$ cat src/rtl/uart_stim_gen.sv
// uart_stim_gen: continuous UART frame generator with an incrementing payload, for RX self-test.
// Define UART_STIM_PARITY_EN to insert an even-parity bit between the data and stop bits.
module uart_stim_gen #(
   parameter int unsigned CLK_FREQ    = 10000000,
   parameter int unsigned BAUD_RATE   = 115200,
   parameter int unsigned DATA_BITS   = 8,
   parameter int unsigned STOP_BITS   = 1,
   parameter int unsigned GAP_BITS    = 10,
   parameter int unsigned START_VALUE = 32'h42
) (
   input  logic                 clk,
   input  logic                 rst,
   input  logic                 enable,
   input  logic                 load,
   input  logic [DATA_BITS-1:0] load_value,
   output logic                 tx,
   output logic                 busy,
   output logic                 frame_done,
   output logic [15:0]          frame_count,
   output logic [DATA_BITS-1:0] cur_value
);
   localparam int unsigned DIV   = CLK_FREQ / BAUD_RATE;
   localparam int unsigned CNT_W = (DIV > 1) ? $clog2(DIV) : 1;
   localparam int unsigned IDX_W = 8;
   localparam logic [CNT_W-1:0] CNT_LAST  = CNT_W'(DIV - 1);
   localparam logic [IDX_W-1:0] DATA_LAST = IDX_W'(DATA_BITS - 1);
   localparam logic [IDX_W-1:0] STOP_LAST = IDX_W'(STOP_BITS - 1);
   localparam logic [IDX_W-1:0] GAP_LAST  = IDX_W'(GAP_BITS - 1);

   typedef enum logic [2:0] {
      S_IDLE, S_START, S_DATA, S_PARITY, S_STOP, S_GAP
   } state_t;

`ifdef UART_STIM_PARITY_EN
   localparam state_t AFTER_DATA = S_PARITY;
`else
   localparam state_t AFTER_DATA = S_STOP;
`endif

   state_t                 r_state;
   state_t                 w_state_nxt;
   logic [CNT_W-1:0]       r_cnt;
   logic [CNT_W-1:0]       w_cnt_nxt;
   logic [IDX_W-1:0]       r_idx;
   logic [IDX_W-1:0]       w_idx_nxt;
   logic                   r_tx;
   logic                   w_tx_nxt;
   logic                   r_busy;
   logic                   r_frame_done;
   logic                   w_done_nxt;
   logic                   w_bit_end;
   logic                   w_stop_end;
   logic                   w_load_ok;
   logic [15:0]            r_frame_count;
   logic [DATA_BITS-1:0]   r_cur_value;
   logic [DATA_BITS-1:0]   w_data_shift;

   // Next state, bit/counter bookkeeping and look-ahead values for the registered outputs
   always_comb begin
      w_state_nxt  = r_state;
      w_idx_nxt    = r_idx;
      w_cnt_nxt    = '0;
      w_tx_nxt     = 1'b1;
      w_bit_end    = (r_cnt == CNT_LAST);
      w_stop_end   = (r_state == S_STOP) && w_bit_end && (r_idx == STOP_LAST);
      w_load_ok    = load && ((r_state == S_IDLE) || (r_state == S_GAP));

      case (r_state)
         S_IDLE: begin
            w_idx_nxt = '0;
            if (enable) w_state_nxt = S_START;
         end
         S_START: begin
            if (w_bit_end) begin
               w_state_nxt = S_DATA;
               w_idx_nxt   = '0;
            end
         end
         S_DATA: begin
            if (w_bit_end) begin
               if (r_idx == DATA_LAST) begin
                  w_state_nxt = AFTER_DATA;
                  w_idx_nxt   = '0;
               end else begin
                  w_idx_nxt = r_idx + IDX_W'(1);
               end
            end
         end
         S_PARITY: begin
            if (w_bit_end) begin
               w_state_nxt = S_STOP;
               w_idx_nxt   = '0;
            end
         end
         S_STOP: begin
            if (w_bit_end) begin
               if (r_idx == STOP_LAST) begin
                  w_idx_nxt = '0;
                  if (!enable)          w_state_nxt = S_IDLE;
                  else if (GAP_BITS > 0) w_state_nxt = S_GAP;
                  else                  w_state_nxt = S_START;
               end else begin
                  w_idx_nxt = r_idx + IDX_W'(1);
               end
            end
         end
         S_GAP: begin
            // Dropping enable abandons the rest of the gap straight away
            if (!enable) begin
               w_state_nxt = S_IDLE;
               w_idx_nxt   = '0;
            end else if (w_bit_end) begin
               if (r_idx == GAP_LAST) begin
                  w_state_nxt = S_START;
                  w_idx_nxt   = '0;
               end else begin
                  w_idx_nxt = r_idx + IDX_W'(1);
               end
            end
         end
         default: begin
            w_state_nxt = S_IDLE;
            w_idx_nxt   = '0;
         end
      endcase

      if ((w_state_nxt != r_state) || (w_state_nxt == S_IDLE) || w_bit_end)
         w_cnt_nxt = '0;
      else
         w_cnt_nxt = r_cnt + CNT_W'(1);

      w_data_shift = r_cur_value >> w_idx_nxt;
      case (w_state_nxt)
         S_START:  w_tx_nxt = 1'b0;
         S_DATA:   w_tx_nxt = w_data_shift[0];
         S_PARITY: w_tx_nxt = ^r_cur_value;
         default:  w_tx_nxt = 1'b1;
      endcase

      // frame_done is raised for the final cycle of the last stop bit
      w_done_nxt = (w_state_nxt == S_STOP) && (w_cnt_nxt == CNT_LAST) && (w_idx_nxt == STOP_LAST);
   end

   always_ff @(posedge clk or posedge rst) begin
      if (rst) begin
         r_state <= S_IDLE;
         r_cnt   <= '0;
         r_idx   <= '0;
      end else begin
         r_state <= w_state_nxt;
         r_cnt   <= w_cnt_nxt;
         r_idx   <= w_idx_nxt;
      end
   end

   // End-of-frame increment takes priority over a coincident load
   always_ff @(posedge clk or posedge rst) begin
      if (rst) begin
         r_tx          <= 1'b1;
         r_busy        <= 1'b0;
         r_frame_done  <= 1'b0;
         r_frame_count <= '0;
         r_cur_value   <= DATA_BITS'(START_VALUE);
      end else begin
         r_tx         <= w_tx_nxt;
         r_busy       <= (w_state_nxt != S_IDLE);
         r_frame_done <= w_done_nxt;
         if (w_stop_end) begin
            r_frame_count <= r_frame_count + 16'd1;
            r_cur_value   <= r_cur_value + DATA_BITS'(1);
         end else if (w_load_ok) begin
            r_cur_value <= load_value;
         end
      end
   end

   assign tx          = r_tx;
   assign busy        = r_busy;
   assign frame_done  = r_frame_done;
   assign frame_count = r_frame_count;
   assign cur_value   = r_cur_value;

endmodule

$ cat config.mk
export PLATFORM = sky130hd
export DESIGN_NAME = uart_stim_gen
export DESIGN_NICKNAME = d
export VERILOG_FILES = /design/src/rtl/uart_stim_gen.sv
export SDC_FILE = /design/constraint.sdc
export NUM_CORES = 1
export LEC_CHECK = 0
export ABC_CLOCK_PERIOD_IN_PS = 3200
export CORE_MARGIN = 1
export CORE_UTILIZATION = 40
export DETAILED_ROUTE_END_ITERATION = 6
export GPL_TIMING_DRIVEN = 0
export PLACE_DENSITY = 0.68
export SETUP_SLACK_MARGIN = 0.4
export SLEW_MARGIN = 20
export SYNTH_ARGS = -nofsm -noshare
export SYNTH_HDL_FRONTEND = slang
export SYNTH_SLANG_ARGS = --single-unit
$ cat constraint.sdc
create_clock -name clk -period 3.2 [get_ports clk]
set_input_delay 0.48 -clock clk [delete_from_list [all_inputs] [get_ports clk]]
set_output_delay 0.48 -clock clk [all_outputs]
set_load 0.01 [all_outputs]
==> results_dict.tcl <==
set metrics [dict create \
    detail_route.wirelength_um 8230 \
    grt_overflow 0 \
    worst_vdd_ir_mv 0.132 \
    cts_max_path_buffers 2 \
    final_hold_violation_count 0 \
    timing.critical_path.max_delay_family "compound AO/OA/AOI/OAI gates" \
    worst_setup_path_start_kind "flip-flop" \
    fp.dieArea_sq_um 7680 \
    synth.yosys.warnings 0 \
    routed_wire_length_per_instance_um 16.7 \
    min_period_ns 3.13 \
    n_fill_cell 620 \
    power.static_leakage_nw 1.53 \
    port_buffers 38 \
    count_of_nets_after_finishing 416 \
    synth_enable_flop_cells 0 \
    timing.reg2reg.setup_slack_ns 0.07 \
    ioPinCount 39 \
    worst-slew-pin-transition_ns 0.534 \
    core_footprint_sq_um 6940 \
    number_of_cell_rows 30 \
    placed_cells_incl_taps 468 \
    worst_reg2reg_path_endpoint "tx" \
    yosys-top-cells-area "dfrtp_1 (36%), xnor2_1 (5.7%), nor2_1 (4.5%)" \
    clock_tree.htree_level_count 2 \
    groute.usage.overall_pct 22.4 \
    fin_skew_ns 0.00904 \
    tritoncts "built" \
    dieHeight_um 87.6 \
    grt_pass1_wl_um 13400 \
    drive_above_1_share_pct 17.9 \
    timing.final.crit_share_pct 97.8 \
    critical-path-slowest-cell "dfrtp_2" \
    post_drt_via_cell_ratio 5.85 \
    grt_start_max_net_pins 28 \
    path_buf_inv 3 \
    start_util_pct 42.2 \
    detail-route-antenna-nets 0 \
    final_cells 492 \
    antennaDiodeCount 0 \
    drtIter0Drc 204 \
    die_x_um 87.6 \
    slew_headroom_pct 64.1 \
    synth_area_per_cell_sq_um 8.81 \
    synthMostInstantiatedCell "dfrtp_1" \
    post_cts_hold_buffer_count 0 \
    crit_fanout 6 \
    crit-reg2reg-launch "r_idx[4]" \
    placed_cell_area_sq_um 3480 \
    first_global_vias 2688 \
    async_reset_ff_share_pct 100 \
    dp.final_hpwl_um 5600 \
    synth.ff_latch_count 45 \
    worst-endpoint-required_ns 3.43 \
    timing.critical_path.from "r_idx[4]" \
    setup.worst_path.class "flip-flop to flip-flop" \
    grt_setup_unrepaired "yes" \
    worstSkewPairLatency_ns 0.31 \
    critical_path.max_stage_delay_ns 0.48 \
    timing.reg2reg.worst_path_depth 12 \
    ys_dominant_reg_cell "dfrtp_1" \
    via_count 2879 \
    maxCapViolCount 0 \
    finalSetupViolCount 0 \
    clock_transition_at_path_regs_ns 0.09 \
    cts-root-buf "clkbuf_8" \
    grt_antenna_before_repair 0 \
    crit_path_frequent_cell "o21bai_4" \
    run_status "finished clean" \
    synth_top_cell_area_share_pct 35.8 \
    worstHoldEndpoint "frame_count[15]" \
    synth_area_leader_cell "dfrtp_1" \
    synth_sequential_area_ratio_pct 38.5 \
    yosys.cell_types.count 67 \
    p_per_area_nw_per_um2 269 \
    maxClockFrequency_mhz 319 \
    drt_drc_violations_left 0 \
    area_delta_synth_final_pct 32.8 \
    syn-cell-area_sq_um 2930 \
    synth.top_cells.by_count "dfrtp_1 (42), nor2_1 (35), nand2_1 (34)" \
    synth_cells 333 \
    min_delay_worst_type "flip-flop to flip-flop" \
    min_path_cells 1 \
    crit_path_cell_trace "or4_4, buf_6, o31a_1, buf_4, o311a_4, or2_4, o21bai_4, o21bai_4, inv_2, or3_4, o211ai_4, o31ai_4" \
    timing_max_transition_violations_final 0 \
    cp-end-kind "flip-flop" \
    synth_fp_nets 354 \
    final_wtd_congestion 0.956 \
    finish.instance_area_sq_um 3890 \
    worst_hold_startpoint "frame_count[15]" \
    numCtsBuffers 5 \
    cts.sinks 45 \
    drt_pass1_iterations 5 \
    worst_endpoint_data_arrival_time_ns 3.36 \
]
[logic make-up after synthesis]
| family | share of synthesized area [%] |
|---|---|
| compound gates | 17.7 |
| simple gates | 28.4 |
| fa+ha+maj | 3.84 |
| xor+xnor | 7.76 |
| mux | 0.384 |
| buf+inv | 3.37 |
| flops | 38.5 |
[layout make-up]
type | count | area [sq um] | share of cell area (%)
clock buffer | 6 | 72.6 | 1.86
timing repair buffer | 55 | 524 | 13.5
clock inverter | 2 | 38.8 | 0.996
multi-input combinational | 262 | 1890 | 48.5
tap | 96 | 120 | 3.08
sequential | 45 | 1130 | 29.0
buffer | 13 | 70.1 | 1.80
inverter | 13 | 48.8 | 1.25
[what timing repair did]
action,CTS,global route
cloned,0,0
setup endpoints to repair,22,15
resized for setup,19,27
setup buffers,9,7
pin swaps,12,13
[metal layers]
metal	track usage (%)	share of wire, %	up-vias
li1	-	-	1343
met1	31.4	45	1413
met2	35.0	47	96
met3	3.58	5.0	27
met4	8.20	3.1	0
met5	0	0	-
[per-stage QoR]
step | util, % | setup TNS, ns | worst slack, ns | power (mW) | hold WS (ns)
after floorplan | - | 0 | 0.259 | 0.589 | 0.493
after global placement | 49.8 | -3.39 | -0.583 | 0.607 | 0.460
after detailed placement | 50.1 | -3.20 | -0.529 | 0.611 | 0.476
after CTS | 53.9 | 0 | 0.0336 | 1.06 | 0.489
after global routing | 56.1 | -0.00232 | -0.00232 | 1.08 | 0.522
final | 56.1 | 0 | 0.0699 | 1.05 | 0.474
[how the worst max path moves through the flow]
stage | end | slack [ns] | cells past startpoint
CTS | tx | 0.03 | 10
global placement | tx | -0.58 | 10
global route | tx | -0.002 | 12
finish | tx | 0.07 | 12
floorplan | tx | 0.26 | 10
detailed placement | tx | -0.53 | 10
[registers in the layout, indices dropped and copies added (netlist names)]
signal and count:
frame_count 16, cur_value 8, r_idx 8, r_cnt 7, r_state 3, busy 1
frame_done 1, tx 1
[power by group]
part	leakage (nW)	internal [mW]	switching [mW]	total (mW)
registers	0.546	0.568	0	0.568
clock network	0.0554	0.235	0.214	0.449
logic	0.932	0.0148	0.0157	0.0305
total	1.53	0.818	0.230	1.05
[cells in the final DEF, fill, tap and decap left out, drive strengths merged, types with 4 or more instances in the layout]
| cell | synthesis | routed |
|---|---|---|
| a21oi | 12 | 12 |
| and3 | 6 | 6 |
| buf | 1 | 20 |
| clkbuf | 12 | 16 |
| clkdlybuf4s50 | 0 | 38 |
| dfrtp | 42 | 42 |
| ha | 9 | 9 |
| inv | 13 | 13 |
| nand2 | 34 | 34 |
| nand2b | 5 | 5 |
| nand3 | 22 | 22 |
| nand4 | 12 | 12 |
| nor2 | 36 | 36 |
| nor3 | 8 | 8 |
| nor4 | 7 | 7 |
| o211ai | 4 | 4 |
| o21ai | 13 | 13 |
| or2 | 4 | 4 |
| or4 | 4 | 4 |
| xnor2 | 19 | 19 |
| xor2 | 7 | 7 |
Power figures use the tool's default switching activity.
==> RTL change, RTL diff (same settings) <==
The option `UART_STIM_PARITY_EN` is turned on by a define.
--- a/src/rtl/uart_stim_gen.sv
+++ b/src/rtl/uart_stim_gen.sv
@@ -2,2 +2,4 @@
 // Define UART_STIM_PARITY_EN to insert an even-parity bit between the data and stop bits.
+`define UART_STIM_PARITY_EN
+
 module uart_stim_gen #(
Check against the original RTL: same outputs for any inputs over 10 cycles, from zero or initial values and one cycle with rst high; that may be too few to reach the edited logic, so the function may still have changed.
==> RTL change against the original RTL <==
  * The run now ends with DRC left
  * Power fell by 7.3%
  * Worst hold slack got worse by 0.012 ns
  * Worst setup slack improved by 0.37 ns
  * Global-route usage shrank 4.4 points
  * Sequential share of layout area increased by 4.5 points
  * Sequential cell count did not move
  * Routed wire length down 25%
  * Cell count decreased by 17%
  * Synthesized area decreased by 8.6%
  * Design area fell by 13%
  * Sequential power about the same
  * Critical endpoint unchanged
  * Largest power group unchanged
==> RTL change: results (changes against the original RTL) <==
- Largest cells by area after synthesis: dfrtp_1 (39%), xnor2_1 (6.5%), ha_1 (4.2%)
- DRT iter0 DRCs: 191 (-6.4%)
- Yosys cell types: 59 (-12%)
- Crit-path leading delay family: simple AND/OR/NAND/NOR gates
- Drt drc: 4 (+4)
- Worst R2R End: tx$_DFF_PP1_
- Met1 Wirelength: 3.009 mm (-19%)
- Worst Path Arrival: 2.98 ns (-0.38 ns)
- DP Cell Count: 397 (-15%)
- Final Non-Filler Cells: 410 (-17%)
- CP Max Fanout: 7 (+1)
- Post-DP Area: 3178 um^2 (-8.6%)
- VDD IR-drop max: 0.2187 mV (+66%)
- Register area share after synthesis: 42.14% (+3.6 points)
- DP Wirelength: 4.445 mm (-21%)
- Mapped Nets: 302 (-15%)
- DR vias/cell: 5.500 (-6.0%)
- Global-route wire length before repair: 10.10 mm (-25%)
- DR WL/cell: 15.14 um (-9.5%)
- Reg2Reg Launch Point: r_idx[6]$_DFF_PP0_
- Worst reg2reg path depth: 9 (-3)
- Hold WC Path Type: in2async
- R2R setup slack: 0.44 ns (+0.37 ns)
- Top FF cell, synth: dfrtp_1
- Status: finished, violations left
- Pleak: 1.460 nW (-4.8%)
- CP max stage delay: 0.55 ns (+0.07 ns)
- Pin slew with the least headroom to its limit: 0.5319 ns (-0.002377 ns)
- Critical path type: reg2reg
- Fin Hold WS: 0.4614 ns (-0.01246 ns)
- Pin count of the biggest net entering global routing: 30 (+7.1%)
- Final Net Count: 353 (-15%)
- Global Route Usage Sum: 18.05% (-4.4 points)
- Post-Syn Instances: 281 (-16%)
- Synth cell count leaders: dfrtp_1 (42), nor2_1 (26), nand2_1 (25), nand3_1 (20), xnor2_1 (20)
- Violated checks: DRC
- Crit-path slowest cell: or4_4
- Gp weighted congestion: 0.8596 (-10%)
- Routed wl met3: 228 um (-44%)
- Clk_skew: 0.01068 ns (+0.001635 ns)
- First drt pass iteration count: 7 (+2)
[RTL change: worst reg2reg max path: cells and delay by family, from the launching register on]
family	cells	cell delay, ns
compound gates	2	0.58
buf+inv	1	0.16
flops	1	0.42
simple gates	6	1.51
[RTL change: per-layer routing]
| metal | global-route usage [%] | vias up |
|---|---|---|
| li1 | - | 1111 |
| met1 | 25.63 | 1091 |
| met2 | 28.32 | 47 |
| met3 | 2.473 | 6 |
| met4 | 6.113 | 0 |
| met5 | 0 | - |
[RTL change: kinds of logic (layout without fill, tap and decap cells)]
family / count (synthesis) / count (layout) / share of synthesized area [%]
compound gates: 48 / 48 / 13.81
xor+xnor: 27 / 27 / 8.820
fa+ha+maj: 9 / 9 / 4.200
buf+inv: 22 / 74 / 3.500
flops: 45 / 45 / 42.14
mux: 2 / 2 / 0.7466
simple gates: 128 / 128 / 26.79
[RTL change: cell type report]
class	instances	area, um^2
well taps	77	96.34
repair buffers	44	437.9
inverters	14	52.55
fillers	560	3052
clock buffers	5	68.82
multi-input cells	214	1510
flip-flops and latches	45	1130
clock inverters	3	25.02
plain buffers	8	50.05
[RTL change: metrics by stage]
step,utilization (%),setup slack [ns]
after floorplan,-,0.7216
after global placement,49.17,-0.02915
after detailed placement,49.48,-0.01058
after CTS,51.26,0.4002
after global routing,52.48,0.3305
final,52.48,0.4429
[RTL change: power breakdown]
part	switching (mW)	internal, mW	leakage [nW]
Clock	0.213	0.158	0.0447
Combinational	0.0157	0.0167	0.838
Sequential	0	0.568	0.578
Total	0.229	0.743	1.46
[RTL change: timing repair]
item | CTS | global route
gates resized for setup | 3 | 14
setup buffers | 1 | 4
endpoints found under the setup margin | 1 | 5
pin swaps | 2 | 8
